==> src/rtl/led_pattern_gen_pkg.sv <==
// Shared types and DIP bit positions for the LED pattern generator.
package led_pattern_pkg;

  typedef enum logic [1:0] {
    MODE_COUNT  = 2'b00,
    MODE_ROTATE = 2'b01,
    MODE_BOUNCE = 2'b10,
    MODE_THERMO = 2'b11
  } led_mode_e;

  // BOUNCE uses left/right; THERMO reuses LEFT as fill and RIGHT as drain.
  typedef enum logic {
    DIR_LEFT  = 1'b0,
    DIR_RIGHT = 1'b1
  } led_dir_e;

  localparam int RUN_BIT  = 0;
  localparam int MODE_LSB = 1;
  localparam int DIP_W    = 3;

endpackage

==> src/rtl/led_pattern_gen_if.sv <==
// Board-facing signal bundle: DIP switches in, LED pattern and step pulse out.
interface led_pattern_gen_if #(
  parameter int N_LEDS = 8
);
  logic [2:0]        i_dip;
  logic [N_LEDS-1:0] o_led;
  logic              o_step;

  modport master (output i_dip, input o_led, input o_step);
  modport slave  (input i_dip, output o_led, output o_step);
endinterface

==> src/rtl/led_pattern_gen_dip_debounce.sv <==
// Vector-wide 2-flop synchroniser plus stability filter for the DIP switches.
// The filter is built only when LED_PATTERN_DEBOUNCE_EN is defined; otherwise acc is the synchroniser output.
module dip_debounce #(
  parameter int WIDTH           = 3,
  parameter int DEBOUNCE_CYCLES = 1_000_000
) (
  input  logic             clk,
  input  logic             rst,
  input  logic [WIDTH-1:0] dip,
  output logic [WIDTH-1:0] acc
);

  if (DEBOUNCE_CYCLES < 1) begin : g_bad_cfg
    $error("dip_debounce: DEBOUNCE_CYCLES must be >= 1");
  end

  logic [WIDTH-1:0] sync1_q;
  logic [WIDTH-1:0] sync2_q;

  always_ff @(posedge clk or posedge rst) begin
    if (rst) begin
      sync1_q <= '0;
      sync2_q <= '0;
    end else begin
      sync1_q <= dip;
      sync2_q <= sync1_q;
    end
  end

`ifdef LED_PATTERN_DEBOUNCE_EN
  localparam int CNT_W = $clog2(DEBOUNCE_CYCLES + 1);
  localparam logic [CNT_W-1:0] CNT_LAST = CNT_W'(DEBOUNCE_CYCLES);

  logic [WIDTH-1:0] cand_q;
  logic [WIDTH-1:0] acc_q;
  logic [CNT_W-1:0] cnt_q;

  // cnt_q counts consecutive cycles that sync2_q has held cand_q while differing from acc_q.
  always_ff @(posedge clk or posedge rst) begin
    if (rst) begin
      cand_q <= '0;
      acc_q  <= '0;
      cnt_q  <= '0;
    end else if (sync2_q == acc_q) begin
      cnt_q <= '0;
    end else if (sync2_q != cand_q) begin
      cand_q <= sync2_q;
      cnt_q  <= CNT_W'(1);
    end else if (cnt_q == CNT_LAST) begin
      acc_q <= cand_q;
      cnt_q <= '0;
    end else begin
      cnt_q <= cnt_q + CNT_W'(1);
    end
  end

  assign acc = acc_q;
`else
  assign acc = sync2_q;
`endif

endmodule

==> src/rtl/led_pattern_gen.sv <==
// LED pattern generator: filtered DIP run/mode, prescaled stepping of an N-bit pattern.
// Optional DIP debounce filter enabled by LED_PATTERN_DEBOUNCE_EN.
module led_pattern_gen
  import led_pattern_pkg::*;
#(
  parameter int N_LEDS          = 8,
  parameter int PRESCALE        = 25_000_000,
  parameter int DEBOUNCE_CYCLES = 1_000_000
) (
  input  logic            clk,
  input  logic            rst,
  led_pattern_gen_if.slave bus
);

  if (N_LEDS < 2 || PRESCALE < 1) begin : g_bad_cfg
    $error("led_pattern_gen: N_LEDS must be >= 2 and PRESCALE >= 1");
  end

  localparam int PS_W = (PRESCALE > 1) ? $clog2(PRESCALE) : 1;
  localparam logic [PS_W-1:0]   PS_LAST  = PS_W'(PRESCALE - 1);
  localparam logic [N_LEDS-1:0] ONE_HOT0 = N_LEDS'(1);

  logic [DIP_W-1:0]  dip_acc;
  logic              run_acc;
  led_mode_e         mode_acc;
  led_mode_e         mode_q;
  led_dir_e          dir_q, dir_d;
  logic [N_LEDS-1:0] led_q, led_d;
  logic [PS_W-1:0]   cnt_q, cnt_d;
  logic              step_q, step_d;
  logic              mode_chg;

  dip_debounce #(
    .WIDTH          (DIP_W),
    .DEBOUNCE_CYCLES(DEBOUNCE_CYCLES)
  ) u_dip (
    .clk(clk),
    .rst(rst),
    .dip(bus.i_dip),
    .acc(dip_acc)
  );

  assign run_acc  = dip_acc[RUN_BIT];
  assign mode_acc = led_mode_e'(dip_acc[MODE_LSB +: 2]);
  // mode_q trails the accepted mode by one cycle, so a change is seen for exactly one cycle.
  assign mode_chg = (mode_acc != mode_q);

  function automatic logic [N_LEDS-1:0] reload_val(led_mode_e m);
    case (m)
      MODE_ROTATE, MODE_BOUNCE: return ONE_HOT0;
      default:                  return '0;
    endcase
  endfunction

  always_comb begin
    led_d  = led_q;
    dir_d  = dir_q;
    cnt_d  = cnt_q;
    step_d = 1'b0;
    if (mode_chg) begin
      // Reload takes priority over any coincident terminal count.
      led_d = reload_val(mode_acc);
      dir_d = DIR_LEFT;
      cnt_d = '0;
    end else if (run_acc) begin
      if (cnt_q == PS_LAST) begin
        cnt_d  = '0;
        step_d = 1'b1;
        case (mode_q)
          MODE_COUNT:  led_d = led_q + N_LEDS'(1);
          MODE_ROTATE: led_d = {led_q[N_LEDS-2:0], led_q[N_LEDS-1]};
          MODE_BOUNCE: begin
            if (dir_q == DIR_LEFT) begin
              if (led_q[N_LEDS-1]) begin
                led_d = led_q >> 1;
                dir_d = DIR_RIGHT;
              end else begin
                led_d = led_q << 1;
              end
            end else begin
              if (led_q[0]) begin
                led_d = led_q << 1;
                dir_d = DIR_LEFT;
              end else begin
                led_d = led_q >> 1;
              end
            end
          end
          MODE_THERMO: begin
            if (dir_q == DIR_LEFT) begin
              led_d = {led_q[N_LEDS-2:0], 1'b1};
              if (&led_q[N_LEDS-2:0]) dir_d = DIR_RIGHT;
            end else begin
              led_d = led_q >> 1;
              if (led_q[N_LEDS-1:1] == '0) dir_d = DIR_LEFT;
            end
          end
          default: ;
        endcase
      end else begin
        cnt_d = cnt_q + PS_W'(1);
      end
    end
  end

  always_ff @(posedge clk or posedge rst) begin
    if (rst) begin
      led_q  <= '0;
      dir_q  <= DIR_LEFT;
      cnt_q  <= '0;
      step_q <= 1'b0;
      mode_q <= MODE_COUNT;
    end else begin
      led_q  <= led_d;
      dir_q  <= dir_d;
      cnt_q  <= cnt_d;
      step_q <= step_d;
      mode_q <= mode_acc;
    end
  end

  assign bus.o_led  = led_q;
  assign bus.o_step = step_q;

endmodule

==> src/flat_wrapper.sv <==
// flat-port wrapper written by rule: the top's interface ports become plain ports
module led_pattern_gen_flat import led_pattern_pkg::*;
#(
  parameter int N_LEDS          = 8,
  parameter int PRESCALE        = 25_000_000,
  parameter int DEBOUNCE_CYCLES = 1_000_000
)
  (clk, rst, bus_i_dip, bus_o_led, bus_o_step);
  led_pattern_gen_if #(.N_LEDS(N_LEDS)) bus_i ();
  input  logic clk;
  input  logic rst;
  input wire logic [$bits(bus_i.i_dip)-1:0] bus_i_dip;
  output wire logic [$bits(bus_i.o_led)-1:0] bus_o_led;
  output wire logic [$bits(bus_i.o_step)-1:0] bus_o_step;
  assign bus_i.i_dip = bus_i_dip;
  assign bus_o_led = bus_i.o_led;
  assign bus_o_step = bus_i.o_step;
  led_pattern_gen #(.N_LEDS(N_LEDS), .PRESCALE(PRESCALE), .DEBOUNCE_CYCLES(DEBOUNCE_CYCLES)) u_core (.clk(clk), .rst(rst), .bus(bus_i));
endmodule
==> config.mk <==
export PLATFORM = sky130hd
export DESIGN_NAME = led_pattern_gen_flat
export DESIGN_NICKNAME = d
export VERILOG_FILES = /design/src/rtl/led_pattern_gen_pkg.sv /design/src/rtl/led_pattern_gen_if.sv /design/src/rtl/led_pattern_gen_dip_debounce.sv /design/src/rtl/led_pattern_gen.sv /design/src/flat_wrapper.sv
export SDC_FILE = /design/constraint.sdc
export NUM_CORES = 1
export LEC_CHECK = 0
export CORE_MARGIN = 10
export CORE_UTILIZATION = 30
export CTS_BUF_LIST = sky130_fd_sc_hd__clkbuf_4 sky130_fd_sc_hd__clkbuf_8 sky130_fd_sc_hd__clkbuf_16
export CTS_CLUSTER_SIZE = 40
export DETAILED_ROUTE_END_ITERATION = 10
export DONT_BUFFER_PORTS = 1
export PLACE_DENSITY = 0.43
export SLEW_MARGIN = 20
export SYNTH_ARGS = -nofsm -noshare
export SYNTH_HDL_FRONTEND = slang
export SYNTH_SLANG_ARGS = --single-unit
==> constraint.sdc <==
create_clock -name clk -period 4.36 [get_ports clk]
set_input_delay 0.872 -clock clk [delete_from_list [all_inputs] [get_ports clk]]
set_output_delay 0.872 -clock clk [all_outputs]
set_load 0.02 [all_outputs]
# After elaboration in Yosys (flattened, before gate mapping)
# Index checks and enable logic that the tools add are counted.
dict set report totals {
  regBits 43
  inputBits 5
  out_inout_bits 9
  word_cells 50
}
dict set report op_classes {
  addsub 2
  eq_ne 7
  mux 25
  n_reduce_logical 9
}
# cell n
set ops {}
lappend ops {{$mux W25} 3}
lappend ops {{$mux W8} 7}
lappend ops {{$pmux W8 S4} 1}
lappend ops {{$add A25 B1 Y25 const B} 1}
lappend ops {{$eq A25 B25 Y1 const B} 1}
lappend ops {{$mux W1} 13}
lappend ops {{$add A8 B1 Y8 const B} 1}
lappend ops {{$logic_not A7 Y1} 1}
lappend ops {{$reduce_and A7 Y1} 1}
lappend ops {{$eq A2 B2 Y1 const B} 3}
lappend ops {{$eq A2 B1 Y1 const B} 2}
lappend ops {{$reduce_bool A2 Y1} 2}
lappend ops {{$reduce_and A3 Y1} 1}
lappend ops {{$reduce_bool A3 Y1} 1}
lappend ops {{$logic_not A2 Y1} 1}
lappend ops {{$ne A2 B2 Y1} 1}
lappend ops {{$pmux W1 S2} 1}
lappend ops {{$reduce_and A2 Y1} 1}
lappend ops {{$reduce_or A2 Y1} 1}

# Longest topological paths before layout
# Gate-level depths: netlist of the first run.
dict set report logic_depth {
  depth_word 7
  mapped_depth 7
  ltp_nobuf 6
}

# Modules after synthesis
# From an unflattened synthesis of the first run, not the netlist that was laid out.
dict set report unflattened {
  hier_cells 289
  hier_area_um2 2596.2
}
# mod n_inst cells_each area_per_inst_um2
set by_module_without_submodules {}
lappend by_module_without_submodules {led_pattern_gen 1 282 2442.3}
lappend by_module_without_submodules {dip_debounce 1 7 153.9}

# Worst setup path after synthesis of the first run
# No wires, ideal clock.
dict set report synth_path {
  path_type {register to register}
  start {register u_core.cnt_q[7]}
  end {register u_core.cnt_q[7]}
  t_arrival_ps 2142
  required_ps 4239
  slack_ps 2097
  stages_incl_launch_ff 7
  n_path_buf 1
  synth_period_minus_slack_ps 2263
  path_cell_list {dfrtp_1 > or4b_1 > or4_1 > nor4_2 > buf_4 > o21ai_1 > a32o_2}
}
dict set report synth_between {
  elab_chain_cells 4
  elab_cells_between_ends 5
}
# element line
set synth_lines {}
lappend synth_lines {{start, declared} led_pattern_gen.sv:29} ;# logic [PS_W-1:0] cnt_q, cnt_d;
lappend synth_lines {{start signal, assigned} led_pattern_gen.sv:116} ;# cnt_q <= cnt_d;
lappend synth_lines {{$add A25 B1 Y25 or $eq A25 B25 Y1 (tied branches)} {led_pattern_gen.sv:101, led_pattern_gen.sv:66}}
lappend synth_lines {{$mux W25 (*)} led_pattern_gen.sv:66} ;# if (cnt_q == PS_LAST) begin
lappend synth_lines {{$mux W25 (*)} led_pattern_gen.sv:65} ;# end else if (run_acc) begin
lappend synth_lines {{$mux W25 (*)} led_pattern_gen.sv:60} ;# if (mode_chg) begin
# Mark *: on every way between the ends. The rest lies on a longest branch, timed or not. The select of a mux whose other input is x is not followed.
# A chain may end at the register's enable or synchronous reset.

# Worst setup path after layout of the first run
dict set report layout_path {
  start {register u_core.cnt_q[8]}
  end {register u_core.led_q[0] (netlist: u_core.bus.o_led[0])}
}
dict set report layout_between {
  elab_chain_cells 3
}
# element line
set layout_lines {}
lappend layout_lines {{$eq A25 B25 Y1} led_pattern_gen.sv:66}
lappend layout_lines {{$reduce_bool A2 Y1 (no line)} --}
lappend layout_lines {{$reduce_and A2 Y1 (no line)} --}
lappend layout_lines {{end signal, assigned} led_pattern_gen.sv:114} ;# led_q <= led_d;
lappend layout_lines {{end, declared} led_pattern_gen.sv:28} ;# logic [N_LEDS-1:0] led_q, led_d;
# No other way between the ends.

==> metrics, run 1 <==
Worst-path clk slew=around 0.09 ns; RSZ-0062 raised after global routing=false; crit-path max FO=13; Slowest Stage Delay on Critical Path=just under 0.7 ns; setup TNS=0 ns; met3 wire length=between 300 and 400 µm; TritonCTS clock tree=done; synthesized area=between 2000 and 3000 µm²; post-synthesis cell type count=a little over 60; initial antenna violation count=0; Die Span Y=116 µm; static leakage=about 1.1 nW; std cell rows=35; fillcell total=around 970; CTS root buf=clkbuf_8; first drt pass iteration count=4; final setup vio count=0; CTS buffer count=5; CP max-delay cell=or4b_2; Commonest cells post-synth=43 x dfrtp_1, 28 x nand2_1, 25 x nor2_1; crit end category=flop; worst vdd ir=0.131 mV; post-synthesis sequential area ratio=38.7%; register bit total from synthesis=43; Syn-to-layout area delta=5.54%; Worst Path Required=~4.6 ns; share of layout cells above drive strength 1=approximately 8.5%; port buffer count=0; postcts setup bufs=0; crit path DAT=slightly above 3 ns; post-CTS resize count=0; dominant cell by count in the synthesized netlist=dfrtp_1; Tcrit/Tclk final=between 60% and 70%; initial DRC count=approximately 160; Synth Instances=between 300 and 400; CTS Sinks=43; Net Count, Synth=between 300 and 400; vias per cell=around 5.9; dpl hpwl=about 5.2 mm; Ant. Diodes=0; critical path's top delay family=simple AND/OR/NAND/NOR gates; first-pass GRT wire length=roughly 13 mm; Tmin final=2.80 ns; final WL=just under 8 mm; grt total ovfl=0; Synth top area share=between 30 and 40%; vias=roughly 2,500; Fin. Hold Viols=0; Residual DRC=0; register area=approximately 1100 µm²; Layout Cell Area excl Fill=2930 µm²; status=finished, final reports clean; H-tree depth=2; multi-input logic area=roughly 1500 µm²; Top FF cell, synth=dfrtp_1; Core Area=9110 µm²; Buf+Inv Stages, Crit Path=0; vias in the first global route=between 2,000 and 2,500; Tot GR Track Use=between 10% and 20%; Highest Clock Rate=0.357 GHz; CP Launch Type=flop; Slew Limit Fails=0; Syn Area/Cell=about 8.7 µm²; met2 routed wirelength=3.53 mm; Ys Warns=0; wl on met1=between 3 and 4 mm; hold bufs inserted after CTS=0; CP cell instances=or4b_2 > nor4_2 > nand3_1 > nand2_1 > mux2i_1; EDFF count, synth=0; initial core utilization=approximately 31%; largest net degree at the start of global routing=44; Power Density=280 nW/µm²; drt wl/cell=18.6 µm; MaxCap Viol Count=0; DRT antenna net count=0; Synth area leader=dfrtp_1; Worst-Margin Slew=between 1 and 1.5 ns; synth top area cells=dfrtp_1 39%, nand2_1 3.8%, nor2_1 3.4%; nets=313; clk_lat worst skew=~0.30 ns; Max-slew headroom=31.1%; max layer used=met4; Die Footprint=around 14,000 µm²; clock skew=around 0.0082 ns; Setup Crit Path Kind=reg -> reg; Top Ports=14; DP Area=approximately 2800 µm²; Clock Tree Buf Depth=2; Async S/R FF share, synth=100%; GP Congestion=approximately 0.82; HP Class=reg -> reg; Die X=~120 µm
layer usage:
metal / track usage, % / vias to the layer above
met3: 2.36 / 4
li1: - / 1172
met4: 3.67 / 0
met2: 18.6 / 58
met5: 0 / -
met1: 17.1 / 1221
worst reg2reg max path, stage by stage (launching register included):
cell	delay, ns
dfrtp_1	0.49
or4b_2	0.68
nor4_2	0.38
nand3_1	0.54
nand2_1	0.42
mux2i_1	0.21
path summary, 6_finish.rpt:
check / startpoint / to / depth (start not counted) / slack [ns]
setup / recovery: u_core.cnt_q[8] / u_core.bus.o_led[0] / 5 / 1.56
hold / removal: u_core.u_dip.sync1_q[1] / u_core.u_dip.acc[1] / 0 / 0.35
setup reg to reg: u_core.cnt_q[8] / u_core.bus.o_led[0] / 5 / 1.56
hold reg to reg: u_core.u_dip.sync1_q[1] / u_core.u_dip.acc[1] / 0 / 0.35
max in group asynchronous: rst / u_core.bus.o_led[2] / 1 / 3.11
min in group asynchronous: rst / u_core.cnt_q[23] / 1 / 0.66
cell families after synthesis:
family,Yosys count,synth area share (%)
AOI/OAI and AO/OA,80,20.2
xor gates and xnor gates,9,2.84
adders and majority gates,3,1.35
buffers and inverters,34,5.85
DFF,43,38.7
muxes,6,2.30
and+or+nand+nor,144,28.8
through the flow:
stage / utilization [%] / worst slack, ns / total power [W] / std cells / hold slack (ns)
finish: 32.2 / 1.56 / 0.000823 / 417 / 0.354
global route: 32.2 / 1.37 / 0.000864 / 417 / 0.375
CTS: 32.1 / 1.44 / 0.000834 / 417 / 0.358
global placement: 30.9 / 1.52 / 0.000506 / 409 / 0.334
floorplan: - / 2.10 / 0.000484 / 319 / 0.331
detailed placement: 30.9 / 1.46 / 0.000505 / 409 / 0.336
layout by cell type, fill, tap and decap left out, types with 4 or more instances in the layout:
master / n
xor2_1: 6
dfrtp_1: 43
nand3_1: 18
o21ai_0: 13
or3_1: 6
a311oi_1: 5
nor2_1: 25
o211ai_1: 4
o21ai_1: 4
nand3b_1: 5
and2_1: 4
nand2_1: 28
nand4_1: 10
nor4_1: 6
and3_1: 9
or4_1: 7
a21oi_1: 17
a31oi_1: 4
nor3_1: 4
inv_1: 10
a32o_1: 5
clkbuf_8: 5
power by group:
part / internal (W) / switching [W]
Combinational: 0.0000194 / 0.0000490
Clock: 0.000171 / 0.000156
Sequential: 0.000406 / 0.0000216
final cells by class:
class / count / share of cell area, %
Inverter: 11 / 1.41
Multi-Input combinational cell: 242 / 52.8
Sequential cell: 43 / 36.7
Timing Repair Buffer: 2 / 0.512
Clock inverter: 3 / 1.49
Tap cell: 111 / 4.74
Clock buffer: 5 / 2.35
state kept, by name (all words and copies together), names as in the netlist:
name,cells
u_core.u_dip.acc,3
u_core.mode_q,2
u_core.dir_q,1
u_core.bus.o_step,1
u_core.cnt_q,25
u_core.u_dip.sync1_q,3
u_core.bus.o_led,8
(Power assumes the default switching activity.)
==> inputs of run 2 (changes only) <==
- clock period: 4.36 -> 2.9 ns (I/O delays scaled with it)
==> metrics, run 2 (same netlist as run 1, synthesis figures left out) <==
TritonCTS clock tree=done; Power Density=between 400 and 500 nW/µm²; Slowest Stage Delay on Critical Path=approximately 0.52 ns; worst vdd ir=between 0.15 and 0.2 mV; DRT antenna net count=0; Place WS=0.546 ns; post-CTS resize count=0; largest net degree at the start of global routing=44; most common cell after layout, fill and taps aside=dfrtp_1; CTS buffer count=5; port buffer count=0; Biggest register=u_core.cnt_q; status=finished, final reports clean; nets=~320; Tmin final=roughly 2.4 ns; Tcrit/Tclk final=81.2%; clk_lat worst skew=roughly 0.30 ns; vias=about 2,500; initial core utilization=30.5%; overall power=0.00126 W; Buf+Inv Stages, Crit Path=1; Worst-path clk slew=around 0.090 ns; register area=1080 µm²; Ant. Diodes=0; commonest cells after routing, fill and taps aside=43 x dfrtp_1, 28 x nand2_1, 25 x nor2_1, 18 x nand3_1, 17 x a21oi_1; static leakage=between 1 and 1.5 nW; postcts setup bufs=0; hold bufs inserted after CTS=0; Top Ports=14; Die Span Y=~120 µm; Residual DRC=0; Clock Tree Buf Depth=2; crit-path max FO=11; Fin. Hold Viols=0; CP cell instances=or4b_1 > or4_1 > nor4_2 > buf_4 > o21ai_1 > a32o_2; share of layout cells above drive strength 1=a little under an eighth; first-pass GRT wire length=around 13 mm; Worst Path Required=between 3 and 4 ns; Die X=approximately 120 µm; Largest register FFs=25; Setup Crit Path Kind=reg -> reg; std cell rows=35; H-tree depth=2; Highest Clock Rate=around 0.42 GHz; crit end category=flop; RSZ-0062 raised after global routing=false; R2R Setup Slk=0.54 ns; Layout Cell Area excl Fill=about 3000 µm²; post-route insts no fill=between 400 and 500; initial antenna violation count=0; MaxCap Viol Count=0; multi-input logic area=about 1500 µm²; GP Congestion=0.849; Core Area=roughly 9000 µm²; dpl hpwl=roughly 5.5 mm; setup TNS=0 ns; Max-slew headroom=46.9%; CTS Sinks=43; first drt pass iteration count=4; Final Worst Setup Slack=roughly 0.54 ns; Cells after DPL=between 400 and 500; Die Footprint=between 10,000 and 15,000 µm²; CP Launch Type=flop; critical path's top delay family=simple AND/OR/NAND/NOR gates; HP Class=in -> async; crit path DAT=~2.6 ns; Slew Limit Fails=0; final setup vio count=0; initial DRC count=about 170; CP max-delay cell=or4b_1; fillcell total=about 960; CTS root buf=clkbuf_8; Worst-Margin Slew=around 0.8 ns; drt wl/cell=~18 µm; clock skew=about 0.0097 ns; vias per cell=about 5.8; grt total ovfl=0; Tot GR Track Use=12.2%; final WL=a little under 8 mm; DP Area=2890 µm²; vias in the first global route=approximately 2,400; Syn-to-layout area delta=8.55%
[run 2: final cells by class]
| type | count | area share (%) |
|---|---|---|
| Inverter | 11 | 1.41 |
| Timing Repair Buffer | 13 | 3.24 |
| Sequential cell | 43 | 35.7 |
| Clock inverter | 2 | 1.29 |
| Multi-Input combinational cell | 242 | 51.1 |
| Tap cell | 111 | 4.60 |
| Clock buffer | 6 | 2.74 |
[run 2: metrics by stage]
step	util, %	hold WS (ns)
after floorplan	-	0.331
after global placement	31.8	0.334
after detailed placement	31.8	0.335
after CTS	33.1	0.292
after global routing	33.1	0.280
final	33.1	0.286
[run 2: worst register-to-register path, cell delays in order (launching register included)]
cell	delay [ns]
dfrtp_1	0.44
or4b_1	0.52
or4_1	0.52
nor4_2	0.21
buf_4	0.22
o21ai_1	0.09
a32o_2	0.26
[run 2: metal layers]
layer	vias to the layer above	track usage [%]	wire (µm)
met5	-	0	0
met4	0	2.34	38
met3	2	2.67	482
met2	70	18.7	3540
met1	1206	17.2	3770
li1	1200	-	-
[run 2: power by group]
| part | leakage [nW] | internal [W] | switching, W | total (W) |
|---|---|---|---|---|
| logic | 0.494 | 0.0000351 | 0.0000828 | 0.000118 |
| registers | 0.579 | 0.000610 | 0.0000257 | 0.000636 |
| clock network | 0.0618 | 0.000284 | 0.000222 | 0.000506 |
[run 2: path summary, 6_finish.rpt]
kind	cells past startpoint	startpoint	endpoint
min	1	rst	u_core.u_dip.sync1_q[1]
max	6	u_core.cnt_q[7]	u_core.cnt_q[7]
max in group asynchronous	1	rst	u_core.bus.o_led[1]
min in group clk	0	bus_i_dip[1]	u_core.u_dip.sync1_q[1]
max reg2reg	6	u_core.cnt_q[7]	u_core.cnt_q[7]
min reg2reg	0	u_core.u_dip.sync1_q[2]	u_core.u_dip.acc[2]
==> edit 1 (config.mk and constraints of run 2) <==
`PRESCALE` is set to 25_000_000 in 2 places; all go to 50_000_000.
--- a/src/rtl/led_pattern_gen.sv
+++ b/src/rtl/led_pattern_gen.sv
@@ -6,3 +6,3 @@
   parameter int N_LEDS          = 8,
-  parameter int PRESCALE        = 25_000_000,
+  parameter int PRESCALE        = 50_000_000,
   parameter int DEBOUNCE_CYCLES = 1_000_000
--- a/src/flat_wrapper.sv
+++ b/src/flat_wrapper.sv
@@ -4,3 +4,3 @@
   parameter int N_LEDS          = 8,
-  parameter int PRESCALE        = 25_000_000,
+  parameter int PRESCALE        = 50_000_000,
   parameter int DEBOUNCE_CYCLES = 1_000_000
Formal check against the unedited RTL: same outputs for any inputs over 10 cycles, from zero or initial values and one cycle with rst high; that may be too few to reach the edited logic, so the function may still have changed.
==> edit 1 against run 2 <==
- clock skew about the same
- synthesized area fell by 6.0%
- final area decreased by 6.6%
- sequential share of layout area is 3.4 points higher
- worst setup slack improved by 67 ps
- sequential cell count is 1 higher
- critical endpoint is now u_core.cnt_q[24]
- non-clock buffer count shrank 8
- combinational power is 6% lower
- power decreased by 0.34%
- count of clock-buffer cells in the layout decreased by 1
- wire length shrank 17%
- via count shrank 17%
- largest cell class unchanged
- synthesized cell count down 13%
==> edit 1: results (changes against run 2) <==
Metal-1 WL 3319 um (-12%); syn_area_per_cell 9.364 um2 (+7.5%); Vias 2069 (-17%); reg2reg setup slack 610 ps (+70 ps); Worst Hold Slack 291.9 ps (+5.849 ps); CP Max Fanout 16 (+5); largest net degree at the start of global routing 45 (+2.3%); reg2reg start u_core.mode_q[1]; status complete, no violations; Multi-input gate area 0.001401 mm2 (-9.0%); fraction of layout cells with a size suffix above 1 11.59% (-0.078 points); Synth Area in XOR/XNOR 8.716% (+5.9 points); Pint 0.9148 mW (-1.5%); multi-input gate count 211 (-13%); drt pass-1 iters 6 (+2); first-pass GRT wire length 10850 um (-18%); mux share of post-synthesis cell area 2.443% (+0.15 points); P_leak 1.153 nW (+1.6%); routability congestion estimate 0.8054 (-5.1%); metal2 WL 2848 um (-19%); Total Wirelength 6524 um (-17%); syn_nets 287 (-12%); CP endpoint u_core.cnt_q[24]; Non-clk invs 8 (-3); Synth top cells by count dfrtp_1 (44), nor2_1 (36), nand2_1 (22), xor2_1 (22), nand3_1 (13); buffering overhead 1.333% (-1.9 points); Buffers, non-clock 5 (-8); worst-case vdd ir drop 0.1891 mV (+1.9%); ClkCell Share 4.087% (+0.064 points); pre-CTS setup slack 636.7 ps (+90.86 ps); DR WL met3 323 um (-33%); Fillers 883 (-7.7%)
edit 1: logic make-up (layout without fill, tap and decap cells):
kind of cell	count (synthesis)	in the layout
AND/OR/NAND/NOR	121	121
AO/OA/AOI/OAI	55	55
flip-flops	44	44
XOR/XNOR	26	26
buffers and inverters	24	21
multiplexers	6	6
adder cells (fa/ha/maj)	3	3
edit 1: power by group through the flow:
stage          Combinational (mW)  Clock [mW]  Sequential [mW]
3_5_place_dp                0.114           0            0.653
3_3_place_gp                0.114           0            0.653
4_1_cts                     0.114       0.514            0.641
2_1_floorplan              0.0826           0            0.651
6_report                    0.111       0.503            0.641
5_1_grt                     0.125       0.547            0.643
edit 1: per-layer routing:
layer	track usage (%)	vias to the layer above
met5	0	-
met4	2.030	0
met3	3.117	2
met2	15.48	42
met1	14.16	1024
li1	-	1001
edit 1: worst max-delay path: stages, from the launching register on:
cell	delay, ps
dfrtp_1	670
xnor2_1	230
nand2_1	410
o2111ai_1	230
or4_1	520
a21oi_1	150
==> edit 2 (config.mk and constraints of run 2) <==
Made on the original files. Remove the case item `MODE_COUNT` of the case on `mode_q`.
--- a/src/rtl/led_pattern_gen.sv
+++ b/src/rtl/led_pattern_gen.sv
@@ -69,3 +69,2 @@
         case (mode_q)
-          MODE_COUNT:  led_d = led_q + N_LEDS'(1);
           MODE_ROTATE: led_d = {led_q[N_LEDS-2:0], led_q[N_LEDS-1]};
Check against the original RTL: same outputs for any inputs over 10 cycles, from zero or initial values and one cycle with rst high; that may be too few to reach the edited logic, so the function may still have changed.
==> edit 2 against run 2 <==
- synthesized area shrank 12%
- non-clock buffer count shrank 5
- sequential cell count unchanged
- synthesized cell count fell by 15%
- final area is 11% lower
- worst setup slack improved by 2.5 ps
- clock power decreased by 23%
- power down 13%
- count of clock-buffer cells in the layout is 1 lower
- wire length is 21% lower
- via count shrank 17%
- critical path type unchanged
- critical path depth did not move
- first-iteration DRC count decreased by 13%
==> edit 2: results (changes against run 2) <==
sequential cell area fraction in the yosys report 44.03% (+5.3 points); vias in the first global route 2022 (-16%); critical path data arrival time 2570 ps (+20 ps); Power Combinational 0.0812 mW (-31%); Starting DRT DRC Count 146 (-13%); status complete, no violations; aggregate global-route resource usage 10.96% (-1.2 points); top cells by area, synth dfrtp_1 (44%), nor2_1 (5.5%), xor2_1 (4.3%); Synth Area in Adders 1.536% (+0.19 points); fin nets 282 (-13%); Metal-1 WL 3046 um (-19%); P_leak 0.9909 nW (-13%); Fillers 823 (-14%); vias per std cell 5.424 (-6.3%); Hold WC Path Type primary input to register; first-pass GRT wire length 10610 um (-20%); HPWL Detailed 4276 um (-22%); fraction of layout cells with a size suffix above 1 9.091% (-2.6 points); metal2 WL 2737 um (-23%); CP Max Fanout 7 (-4); GRT met3 Usage 2.902% (+0.23 points); Pint 0.8023 mW (-14%); reg2reg start u_core.cnt_q[0]; mux share of post-synthesis cell area 2.560% (+0.26 points); FF-to-FF End u_core.dir_q; Compound-Gate Fraction of Synth Area 13.62% (-6.6 points); Synth top cells by count dfrtp_1 (43), nor2_1 (36), nand2_1 (25); worst-case vdd ir drop 0.2022 mV (+9.0%); Synth Area in XOR/XNOR 7.527% (+4.7 points); number of distinct library cells after synthesis 48 (-21%); met1 usage 15.26% (-2.0 points); GR Util met2 16.29% (-2.4 points); Slowest cell on crit path or4_4
-- edit 2: layout make-up --
class,count,area [um2],area share [%]
flip-flops and latches,43,1076,40.21
clock inverters,3,20.02,0.7480
well taps,102,127.6,4.769
inverters,8,30.03,1.122
clock buffers,5,68.82,2.571
repair buffers,8,60.06,2.244
multi-input cells,208,1294,48.34
-- edit 2: stage by stage --
step | hold slack, ps | total power [mW] | utilization (%) | setup WS (ps) | std cells
2_1_floorplan | 331.2 | 0.6949 | - | 761.4 | 270
3_3_place_gp | 335.3 | 0.7256 | 33.14 | 629.5 | 369
3_5_place_dp | 337.3 | 0.7259 | 33.14 | 557.0 | 369
4_1_cts | 282.9 | 1.132 | 34.28 | 507.2 | 377
5_1_grt | 270.4 | 1.165 | 34.28 | 401.0 | 377
6_report | 303.5 | 1.099 | 34.28 | 546.9 | 377
